==> config.mk <==
export PLATFORM = sky130hd
export DESIGN_NAME = bmem_line_arbiter_flat
export DESIGN_NICKNAME = d
export VERILOG_FILES = /design/src/rtl/bmem_line_arbiter_if.sv /design/src/rtl/bmem_line_arbiter.sv /design/src/flat_wrapper.sv
export SDC_FILE = /design/constraint.sdc
export NUM_CORES = 2
export LEC_CHECK = 0
export BUFFER_PORTS_ARGS = -buffer_cell sky130_fd_sc_hd__buf_2
export CORE_AREA = 10 10 396 398
export DETAILED_ROUTE_END_ITERATION = 6
export DIE_AREA = 0 0 406 408
export PLACE_DENSITY = 0.41
export SLEW_MARGIN = 10
export SYNTH_ARGS = -nofsm -noshare
export SYNTH_HDL_FRONTEND = slang
export SYNTH_SLANG_ARGS = --single-unit
==> constraint.sdc <==
create_clock -name clk -period 7.1 [get_ports clk]
set_input_delay 0.71 -clock clk [delete_from_list [all_inputs] [get_ports clk]]
set_output_delay 0.71 -clock clk [all_outputs]
set_load 0.005 [all_outputs]
==> src/rtl/bmem_line_arbiter_if.sv <==
// Banked-memory port bundle: line-address command and write-beat channel
// toward memory, tagged read-beat channel back from it.
interface bmem_line_arbiter_if #(
    parameter int ADDR_WIDTH = 32,
    parameter int BEAT_WIDTH = 64
);
    logic [ADDR_WIDTH-1:0] bmem_addr;
    logic                  bmem_read;
    logic                  bmem_write;
    logic [BEAT_WIDTH-1:0] bmem_wdata;
    logic                  bmem_ready;
    logic [ADDR_WIDTH-1:0] bmem_raddr;
    logic [BEAT_WIDTH-1:0] bmem_rdata;
    logic                  bmem_rvalid;

    modport master (
        output bmem_addr, bmem_read, bmem_write, bmem_wdata,
        input  bmem_ready, bmem_raddr, bmem_rdata, bmem_rvalid
    );

    modport slave (
        input  bmem_addr, bmem_read, bmem_write, bmem_wdata,
        output bmem_ready, bmem_raddr, bmem_rdata, bmem_rvalid
    );
endinterface

==> src/rtl/bmem_line_arbiter.sv <==
// Round-robin arbiter sharing one banked-memory port between the I-cache and
// D-cache; one whole-line read or write transaction in flight at a time.
module bmem_line_arbiter #(
    parameter  int ADDR_WIDTH = 32,
    parameter  int BEAT_WIDTH = 64,
    parameter  int BURST_LEN  = 4,
    localparam int LINE_WIDTH = BEAT_WIDTH * BURST_LEN
) (
    input  logic                  clk,
    input  logic                  rst_n,
    input  logic [ADDR_WIDTH-1:0] i_addr_i,
    input  logic                  i_read_i,
    output logic [LINE_WIDTH-1:0] i_rdata_o,
    output logic                  i_resp_o,
    input  logic [ADDR_WIDTH-1:0] d_addr_i,
    input  logic                  d_read_i,
    input  logic                  d_write_i,
    input  logic [LINE_WIDTH-1:0] d_wdata_i,
    output logic [LINE_WIDTH-1:0] d_rdata_o,
    output logic                  d_resp_o,
    bmem_line_arbiter_if.master   bmem
);
    localparam int               CNT_W     = (BURST_LEN > 1) ? $clog2(BURST_LEN) : 1;
    localparam int               OFFS      = $clog2(LINE_WIDTH / 8);
    localparam logic [CNT_W-1:0] LAST_BEAT = CNT_W'(BURST_LEN - 1);

    typedef enum logic [2:0] {IDLE, RD_CMD, RD_DATA, WR_BURST, DONE} state_e;
    typedef enum logic {PORT_I, PORT_D} port_e;

    state_e                state_q,   state_d;
    port_e                 port_q,    port_d;
    port_e                 last_q,    last_d;
    logic [ADDR_WIDTH-1:0] addr_q,    addr_d;
    logic [LINE_WIDTH-1:0] line_q,    line_d;
    logic [LINE_WIDTH-1:0] i_rdata_q, i_rdata_d;
    logic [LINE_WIDTH-1:0] d_rdata_q, d_rdata_d;
    logic [CNT_W-1:0]      cnt_q,     cnt_d;

    logic req_i;
    logic req_d;
    logic grant_d;
    logic beat_hit;
    logic last_beat;
    logic unused_addr_bits;

    assign req_i     = i_read_i;
    assign req_d     = d_read_i | d_write_i;
    // D wins a tie unless it was the most recent grant.
    assign grant_d   = req_d & (~req_i | (last_q == PORT_I));
    assign beat_hit  = bmem.bmem_rvalid & (bmem.bmem_raddr == addr_q);
    assign last_beat = (cnt_q == LAST_BEAT);

    // Byte-offset bits inside a line carry no information for the memory.
    assign unused_addr_bits = ^{i_addr_i[OFFS-1:0], d_addr_i[OFFS-1:0]};

    always_comb begin
        // NOTE: every next-state variable gets a default first so no path leaves it unassigned (no latches).
        state_d   = state_q;
        port_d    = port_q;
        last_d    = last_q;
        addr_d    = addr_q;
        line_d    = line_q;
        i_rdata_d = i_rdata_q;
        d_rdata_d = d_rdata_q;
        cnt_d     = cnt_q;

        unique case (state_q)
            IDLE: begin
                cnt_d = '0;
                if (grant_d) begin
                    port_d = PORT_D;
                    addr_d = {d_addr_i[ADDR_WIDTH-1:OFFS], {OFFS{1'b0}}};
                    if (d_write_i) begin
                        line_d  = d_wdata_i;
                        state_d = WR_BURST;
                    end else begin
                        state_d = RD_CMD;
                    end
                end else if (req_i) begin
                    port_d  = PORT_I;
                    addr_d  = {i_addr_i[ADDR_WIDTH-1:OFFS], {OFFS{1'b0}}};
                    state_d = RD_CMD;
                end
            end

            RD_CMD: begin
                if (bmem.bmem_ready) state_d = RD_DATA;
            end

            RD_DATA: begin
                if (beat_hit) begin
                    // NOTE: blocking assignment in always_comb, so the port register below sees the final beat already merged.
                    line_d[int'(cnt_q) * BEAT_WIDTH +: BEAT_WIDTH] = bmem.bmem_rdata;
                    if (last_beat) begin
                        cnt_d   = '0;
                        state_d = DONE;
                        if (port_q == PORT_I) i_rdata_d = line_d;
                        else                  d_rdata_d = line_d;
                    end else begin
                        cnt_d = cnt_q + 1'b1;
                    end
                end
            end

            WR_BURST: begin
                if (bmem.bmem_ready) begin
                    if (last_beat) begin
                        cnt_d   = '0;
                        state_d = DONE;
                    end else begin
                        cnt_d = cnt_q + 1'b1;
                    end
                end
            end

            DONE: begin
                last_d  = port_q;
                state_d = IDLE;
            end

            default: state_d = IDLE;
        endcase
    end

    // NOTE: state uses non-blocking assignments; the line registers are reset too because their contents are visible on the rdata ports.
    always_ff @(posedge clk or negedge rst_n) begin
        if (!rst_n) begin
            state_q   <= IDLE;
            port_q    <= PORT_I;
            last_q    <= PORT_I;
            addr_q    <= '0;
            line_q    <= '0;
            i_rdata_q <= '0;
            d_rdata_q <= '0;
            cnt_q     <= '0;
        end else begin
            state_q   <= state_d;
            port_q    <= port_d;
            last_q    <= last_d;
            addr_q    <= addr_d;
            line_q    <= line_d;
            i_rdata_q <= i_rdata_d;
            d_rdata_q <= d_rdata_d;
            cnt_q     <= cnt_d;
        end
    end

    assign bmem.bmem_addr  = addr_q;
    assign bmem.bmem_read  = (state_q == RD_CMD);
    assign bmem.bmem_write = (state_q == WR_BURST);
    assign bmem.bmem_wdata = (state_q == WR_BURST)
                           ? line_q[int'(cnt_q) * BEAT_WIDTH +: BEAT_WIDTH] : '0;

    assign i_resp_o  = (state_q == DONE) && (port_q == PORT_I);
    assign d_resp_o  = (state_q == DONE) && (port_q == PORT_D);
    assign i_rdata_o = i_rdata_q;
    assign d_rdata_o = d_rdata_q;
endmodule

==> src/flat_wrapper.sv <==
// flat-port wrapper written by rule: the top's interface ports become plain ports
module bmem_line_arbiter_flat 
#(
    parameter  int ADDR_WIDTH = 32,
    parameter  int BEAT_WIDTH = 64,
    parameter  int BURST_LEN  = 4,
    localparam int LINE_WIDTH = BEAT_WIDTH * BURST_LEN
)
  (clk, rst_n, i_addr_i, i_read_i, i_rdata_o, i_resp_o, d_addr_i, d_read_i, d_write_i, d_wdata_i, d_rdata_o, d_resp_o, bmem_bmem_addr, bmem_bmem_read, bmem_bmem_write, bmem_bmem_wdata, bmem_bmem_ready, bmem_bmem_raddr, bmem_bmem_rdata, bmem_bmem_rvalid);
  bmem_line_arbiter_if #(.ADDR_WIDTH(ADDR_WIDTH), .BEAT_WIDTH(BEAT_WIDTH)) bmem_i ();
  input  logic clk;
  input  logic rst_n;
  input  logic [ADDR_WIDTH-1:0] i_addr_i;
  input  logic i_read_i;
  output logic [LINE_WIDTH-1:0] i_rdata_o;
  output logic i_resp_o;
  input  logic [ADDR_WIDTH-1:0] d_addr_i;
  input  logic d_read_i;
  input  logic d_write_i;
  input  logic [LINE_WIDTH-1:0] d_wdata_i;
  output logic [LINE_WIDTH-1:0] d_rdata_o;
  output logic d_resp_o;
  output wire logic [$bits(bmem_i.bmem_addr)-1:0] bmem_bmem_addr;
  output wire logic [$bits(bmem_i.bmem_read)-1:0] bmem_bmem_read;
  output wire logic [$bits(bmem_i.bmem_write)-1:0] bmem_bmem_write;
  output wire logic [$bits(bmem_i.bmem_wdata)-1:0] bmem_bmem_wdata;
  input wire logic [$bits(bmem_i.bmem_ready)-1:0] bmem_bmem_ready;
  input wire logic [$bits(bmem_i.bmem_raddr)-1:0] bmem_bmem_raddr;
  input wire logic [$bits(bmem_i.bmem_rdata)-1:0] bmem_bmem_rdata;
  input wire logic [$bits(bmem_i.bmem_rvalid)-1:0] bmem_bmem_rvalid;
  assign bmem_bmem_addr = bmem_i.bmem_addr;
  assign bmem_bmem_read = bmem_i.bmem_read;
  assign bmem_bmem_write = bmem_i.bmem_write;
  assign bmem_bmem_wdata = bmem_i.bmem_wdata;
  assign bmem_i.bmem_ready = bmem_bmem_ready;
  assign bmem_i.bmem_raddr = bmem_bmem_raddr;
  assign bmem_i.bmem_rdata = bmem_bmem_rdata;
  assign bmem_i.bmem_rvalid = bmem_bmem_rvalid;
  bmem_line_arbiter #(.ADDR_WIDTH(ADDR_WIDTH), .BEAT_WIDTH(BEAT_WIDTH), .BURST_LEN(BURST_LEN)) u_core (.clk(clk), .rst_n(rst_n), .i_addr_i(i_addr_i), .i_read_i(i_read_i), .i_rdata_o(i_rdata_o), .i_resp_o(i_resp_o), .d_addr_i(d_addr_i), .d_read_i(d_read_i), .d_write_i(d_write_i), .d_wdata_i(d_wdata_i), .d_rdata_o(d_rdata_o), .d_resp_o(d_resp_o), .bmem(bmem_i));
endmodule
Word level (Yosys, flattened, before mapping). Cells that the tools add are included.

Register bits: 807. Input port bits: 423. Output and inout bits: 612. Logic and storage cells: 66.

Add/sub/neg operators: 2. Equality and inequality tests: 12. Shifts and indexed selects: 3. Muxes and demuxes: 22. Bitwise gates (word level): 7. Reduce and logical (&&, ||, !) cells: 12.

Operators with widths (count): 256-bit two-way mux (3); 256-bit one-hot mux with 2 select lines (1); 256-bit bitwise mux (1); 64-bit by 33-bit variable shift with 256-bit output (first input constant) (1); 256-bit by 9-bit variable part select with 64-bit output (1); 64-bit by 33-bit variable part select with 256-bit output (1); 32-bit two-way mux (2); 64-bit two-way mux (1); 8-bit negation with 33-bit output (1); 32-bit == test (1); 3-bit two-way mux (6); 4-bit AND reduction (4); 3-bit one-hot mux with 4 select lines (1); 2-bit two-way mux (4); 2-bit by 1-bit != test with 1-bit output (second input constant) (4); 3-bit by 2-bit == test with 1-bit output (second input constant) (2); 2-bit one-hot mux with 3 select lines (1); 2-bit nonzero test (2); 3-bit by 1-bit == test with 1-bit output (second input constant) (1); 3-bit == test (second input constant) (1); 3-bit logical NOT (1); 3-bit by 2-bit != test with 1-bit output (second input constant) (1); 1-bit inverter (3); 3-bit AND reduction (1); other kinds (9) (13).

Logic depth before layout (Yosys ltp).
Word-level depth: 5. Gate-level depth with buffers: 11. Gate-level depth less buffers: 6.

Worst setup path after synthesis. OpenSTA, ideal clock, no wires.

Path type: input to register. Start: input bmem_bmem_raddr[0]. End: register u_core.d_rdata_q[100] (netlist: u_core.d_rdata_o[100]). Library setup time: 0.132 ns. Arrival: 2.946 ns. Required time: 6.968 ns. Path slack: 4.022 ns. Stages: 11. Path buffers: 5. Cells stage by stage: or4_4 -> nor4b_4 -> nand4_2 -> or4_4 -> buf_6 -> buf_6 -> buf_6 -> buf_6 -> buf_6 -> o21ai_1 -> o21ai_1.

Word-level cells in the longest chain between the ends: 3.

RTL lines: from (decl) (RTL line flat_wrapper.sv:28) `input wire logic [$bits(bmem_i.bmem_raddr)-1:0] bmem_bmem_raddr;`; 32-bit == test (RTL line bmem_line_arbiter.sv:50) `assign beat_hit = bmem.bmem_rvalid & (bmem.bmem_raddr == addr_q);`; 1-bit bitwise AND (RTL line bmem_line_arbiter.sv:50); 4-bit AND reduction (no source line); to (signal assigned) (RTL line bmem_line_arbiter.sv:143) `d_rdata_q <= d_rdata_d;`; to (decl) (RTL line bmem_line_arbiter.sv:36) `logic [LINE_WIDTH-1:0] d_rdata_q, d_rdata_d;`.

No other way between the ends. A chain may end at the register's enable or synchronous reset.

Final worst setup path.
Start: register u_core.cnt_q[0]. End: output bmem_bmem_wdata[32].

Word-level cells in the longest chain between the ends: 2.

RTL lines: from (decl) (RTL line bmem_line_arbiter.sv:37) `logic [CNT_W-1:0] cnt_q, cnt_d;`; from (signal assigned) (RTL line bmem_line_arbiter.sv:144) `cnt_q <= cnt_d;`; 256-bit by 9-bit variable part select with 64-bit output (RTL line bmem_line_arbiter.sv:152) `? line_q[int'(cnt_q) * BEAT_WIDTH +: BEAT_WIDTH] : '0;`; 64-bit two-way mux (RTL line bmem_line_arbiter.sv:152); to (decl) (RTL line flat_wrapper.sv:26) `output wire logic [$bits(bmem_i.bmem_wdata)-1:0] bmem_bmem_wdata;`.

No other way between the ends.

==> results.cfg <==
[outcome]
status = completed

[sta]
clock_skew_ns = 0.0429
setup_viol = 0
worst_slack_ns = 3.13
fmax_mhz = 252
rsz0062_at_grt = no
hold_viol_final = 0
period_share_pct = 55.9
holdWs_ns = 0.0678
worstMarginPinSlew_ns = 1.19
drv_slew = 0
post-route-min-period_ns = 3.97
slew_headroom_pct = 20.3
tns_ns = 0

[critical_path]
arrival_ns = 3.26
criticalPathCategory = reg -> out
crit_path_start_kind = register
r2r_setup_slack_ns = 3.20
crit_path_start = u_core.cnt_q[0]$_DFFE_PN0P_
r2r_end = u_core.line_q[176]$_DFFE_PN0P_
crit_fanout = 35
setup.worst_path.end_class = output pin
r2r_start = u_core.cnt_q[1]$_DFFE_PN0P_
critical_path_required_ns = 6.39
reg2reg_depth = 5
setup.worst_path.end = bmem_bmem_wdata[32]

[global_route]
grt_pass1_wl_microns = 279000
use_met1_pct = 28.8
grt_max_degree = 166
grt-ovfl-total = 0
grt_usage_pct = 22.9
grt_use_met3_pct = 6.33
grt_pass1_vias = 35500
grt_use_met2_pct = 37.7
antenna_found_initial = 37
busiest_layer = met2

[layout]
n_fill_cell = 15800
area_growth_syn_to_layout_pct = 28.2
layout_common_cells = buf_2, dfrtp_1, o21ai_0
regArea_sq_um = 20100
multi_input_area_sq_um = 13900
drive_gt1_share_pct = 29.8
mostFrequentLayoutCell = buf_2
stdcell_count = 6391
nNetsFinal = 4780

[synthesis]
synth-seq-cells = 802
synth_compound_area_share_pct = 27.2
ys.flop_type = dfrtp_1
ys_seq_area_share_pct = 55.3
syn_inst = 3528
synth_fa_ha_area_share_pct = 0.207
synth-edff-count = 0
synth_area_sq_um = 36300
synth.area.mux_share_pct = 4.74
yosys_warnings = 0
synth-simple-area-share_pct = 5.04
synth_xor_area_share_pct = 0.603
ys_types = 46
synth_top_family_by_area = compound AO/OA/AOI/OAI gates
synthArstFlopShare_pct = 100
avgSynthCellArea_sq_um = 10.3

[detailed_routing]
postRouteAntennaNets = 0
routed_via_density = 5.31
wirelength_microns = 197000
vias = 33900
wl_per_cell_microns = 30.8
drtPass1Iterations = 5
drcViolationCount = 0
drtIter0Drc = 2726

[place]
place_ws_ns = 3.00
io_buffers = 1019
hpwl_microns = 134000
gp_congestion = 0.853
dp_cells = 6195

[clocking]
clk_pin_slew_ns = 0.07
cts_inserted_buffers = 97
root_buffer = clkbuf_16
h-tree-depth = 3
holdBufCountCts = 0
cts_tree = yes
cts_resized = 0
clock_path_buffers = 3
clock_latency_ns = 0.70
cts_sinks = 802
postCtsSetupRepairBufs = 0

[floorplanning]
core_area_sq_um = 149000
fp-row-count = 142
die_h_microns = 408
io_pins = 1035
die-area_sq_um = 166000
start_util_pct = 24.4
die_w_microns = 406

[power_and_ir_drop]
power_leakage_nw = 23.4
power.density_nw_per_um2 = 382
ir_worst_vdd_mv = 0.214
power.total_w = 0.0178

[min_path]
hold_path.class = in -> async

[job]
drv_cap = 0
through the flow:
step                util, %  area, sq um
floorplan                 -        36300
global placement       29.0        43100
detailed placement     29.0        43100
CTS                    31.2        46500
global route           31.2        46500
finish                 31.2        46500
cell families (layout without fill, tap and decap cells):
group | after synthesis | in the layout
muxes | 92 | 92
buffers and inverters | 617 | 1517
other | 1 | 20
xor gates and xnor gates | 25 | 25
AOI/OAI and AO/OA | 1580 | 1580
and+or+nand+nor | 405 | 405
DFF | 802 | 802
adders and majority gates | 6 | 6
layer usage:
metal	share of wire (%)	up-vias	wire [microns]
li1	-	14600	-
met1	41	17800	80300
met4	3.0	30	5940
met3	8.1	254	16000
met2	48	1312	94800
met5	0.091	-	179
critical path, stage by stage (launching register included):
cell and delay (ns):
dfrtp_4 0.60, buf_4 0.73, mux4_2 0.59, and3_1 0.28, buf_2 0.17
state kept, by name, summed over array words and instances, names as in the netlist:
| name | cells |
|---|---|
| u_core.bmem.bmem_addr | 27 |
| u_core.port_q | 1 |
| u_core.i_rdata_o | 256 |
| u_core.last_q | 1 |
| u_core.state_q | 3 |
| u_core.cnt_q | 2 |
| u_core.line_q | 256 |
| u_core.d_rdata_o | 256 |
synthesized netlist by cell type (4+ instances only):
| cell type | n | area [sq um] |
|---|---|---|
| a21oi_1 | 32 | 160 |
| mux4_2 | 64 | 1440 |
| nor2b_1 | 4 | 25.0 |
| a2bb2oi_1 | 256 | 2240 |
| ha_1 | 6 | 75.1 |
| mux2i_1 | 28 | 280 |
| nor3_1 | 4 | 20.0 |
| a221oi_1 | 256 | 2240 |
| buf_4 | 5 | 37.5 |
| dfrtp_1 | 802 | 20100 |
| xor2_1 | 22 | 193 |
| inv_1 | 264 | 991 |
| buf_6 | 22 | 248 |
| buf_1 | 29 | 109 |
| nand2b_1 | 6 | 37.5 |
| nor4_1 | 11 | 68.8 |
| o21ai_0 | 520 | 2600 |
| nand2_1 | 9 | 33.8 |
| o21ai_1 | 507 | 2540 |
| and3_1 | 65 | 407 |
| clkbuf_1 | 292 | 1100 |
| nor2_1 | 289 | 1080 |
layout make-up:
type	count	share of cell area [%]
Antenna cell	15	0.0807
Inverter	264	2.13
Clock buffer	147	6.21
Multi-Input combinational cell	2113	29.9
Clock inverter	33	0.933
Sequential cell	802	43.2
Tap cell	1944	5.23
Timing Repair Buffer	1073	12.4
worst min path at each step:
stage                                           startpoint                               endpoint  slack (ns)  cells after the start
final                                                rst_n       u_core.i_rdata_o[63]$_DFFE_PN0P_        0.07                      1
after global routing                                 rst_n       u_core.i_rdata_o[63]$_DFFE_PN0P_         0.1                      1
after CTS                                            rst_n       u_core.i_rdata_o[63]$_DFFE_PN0P_        0.04                      1
after detailed placement  u_core.d_rdata_o[30]$_DFFE_PN0P_       u_core.d_rdata_o[30]$_DFFE_PN0P_        0.48                      2
after global placement     u_core.i_rdata_o[0]$_DFFE_PN0P_        u_core.i_rdata_o[0]$_DFFE_PN0P_        0.47                      2
after floorplan                                      rst_n  u_core.bmem.bmem_addr[10]$_DFFE_PN0P_        0.41                      0
report_power, final:
group | internal (W) | switching [W] | total (W) | leakage [nW]
Clock | 0.00310 | 0.00215 | 0.00525 | 1.63
Combinational | 0.00242 | 0.00417 | 0.00659 | 11.5
Sequential | 0.00534 | 0.000594 | 0.00593 | 10.3
(Power assumes the default switching activity.)
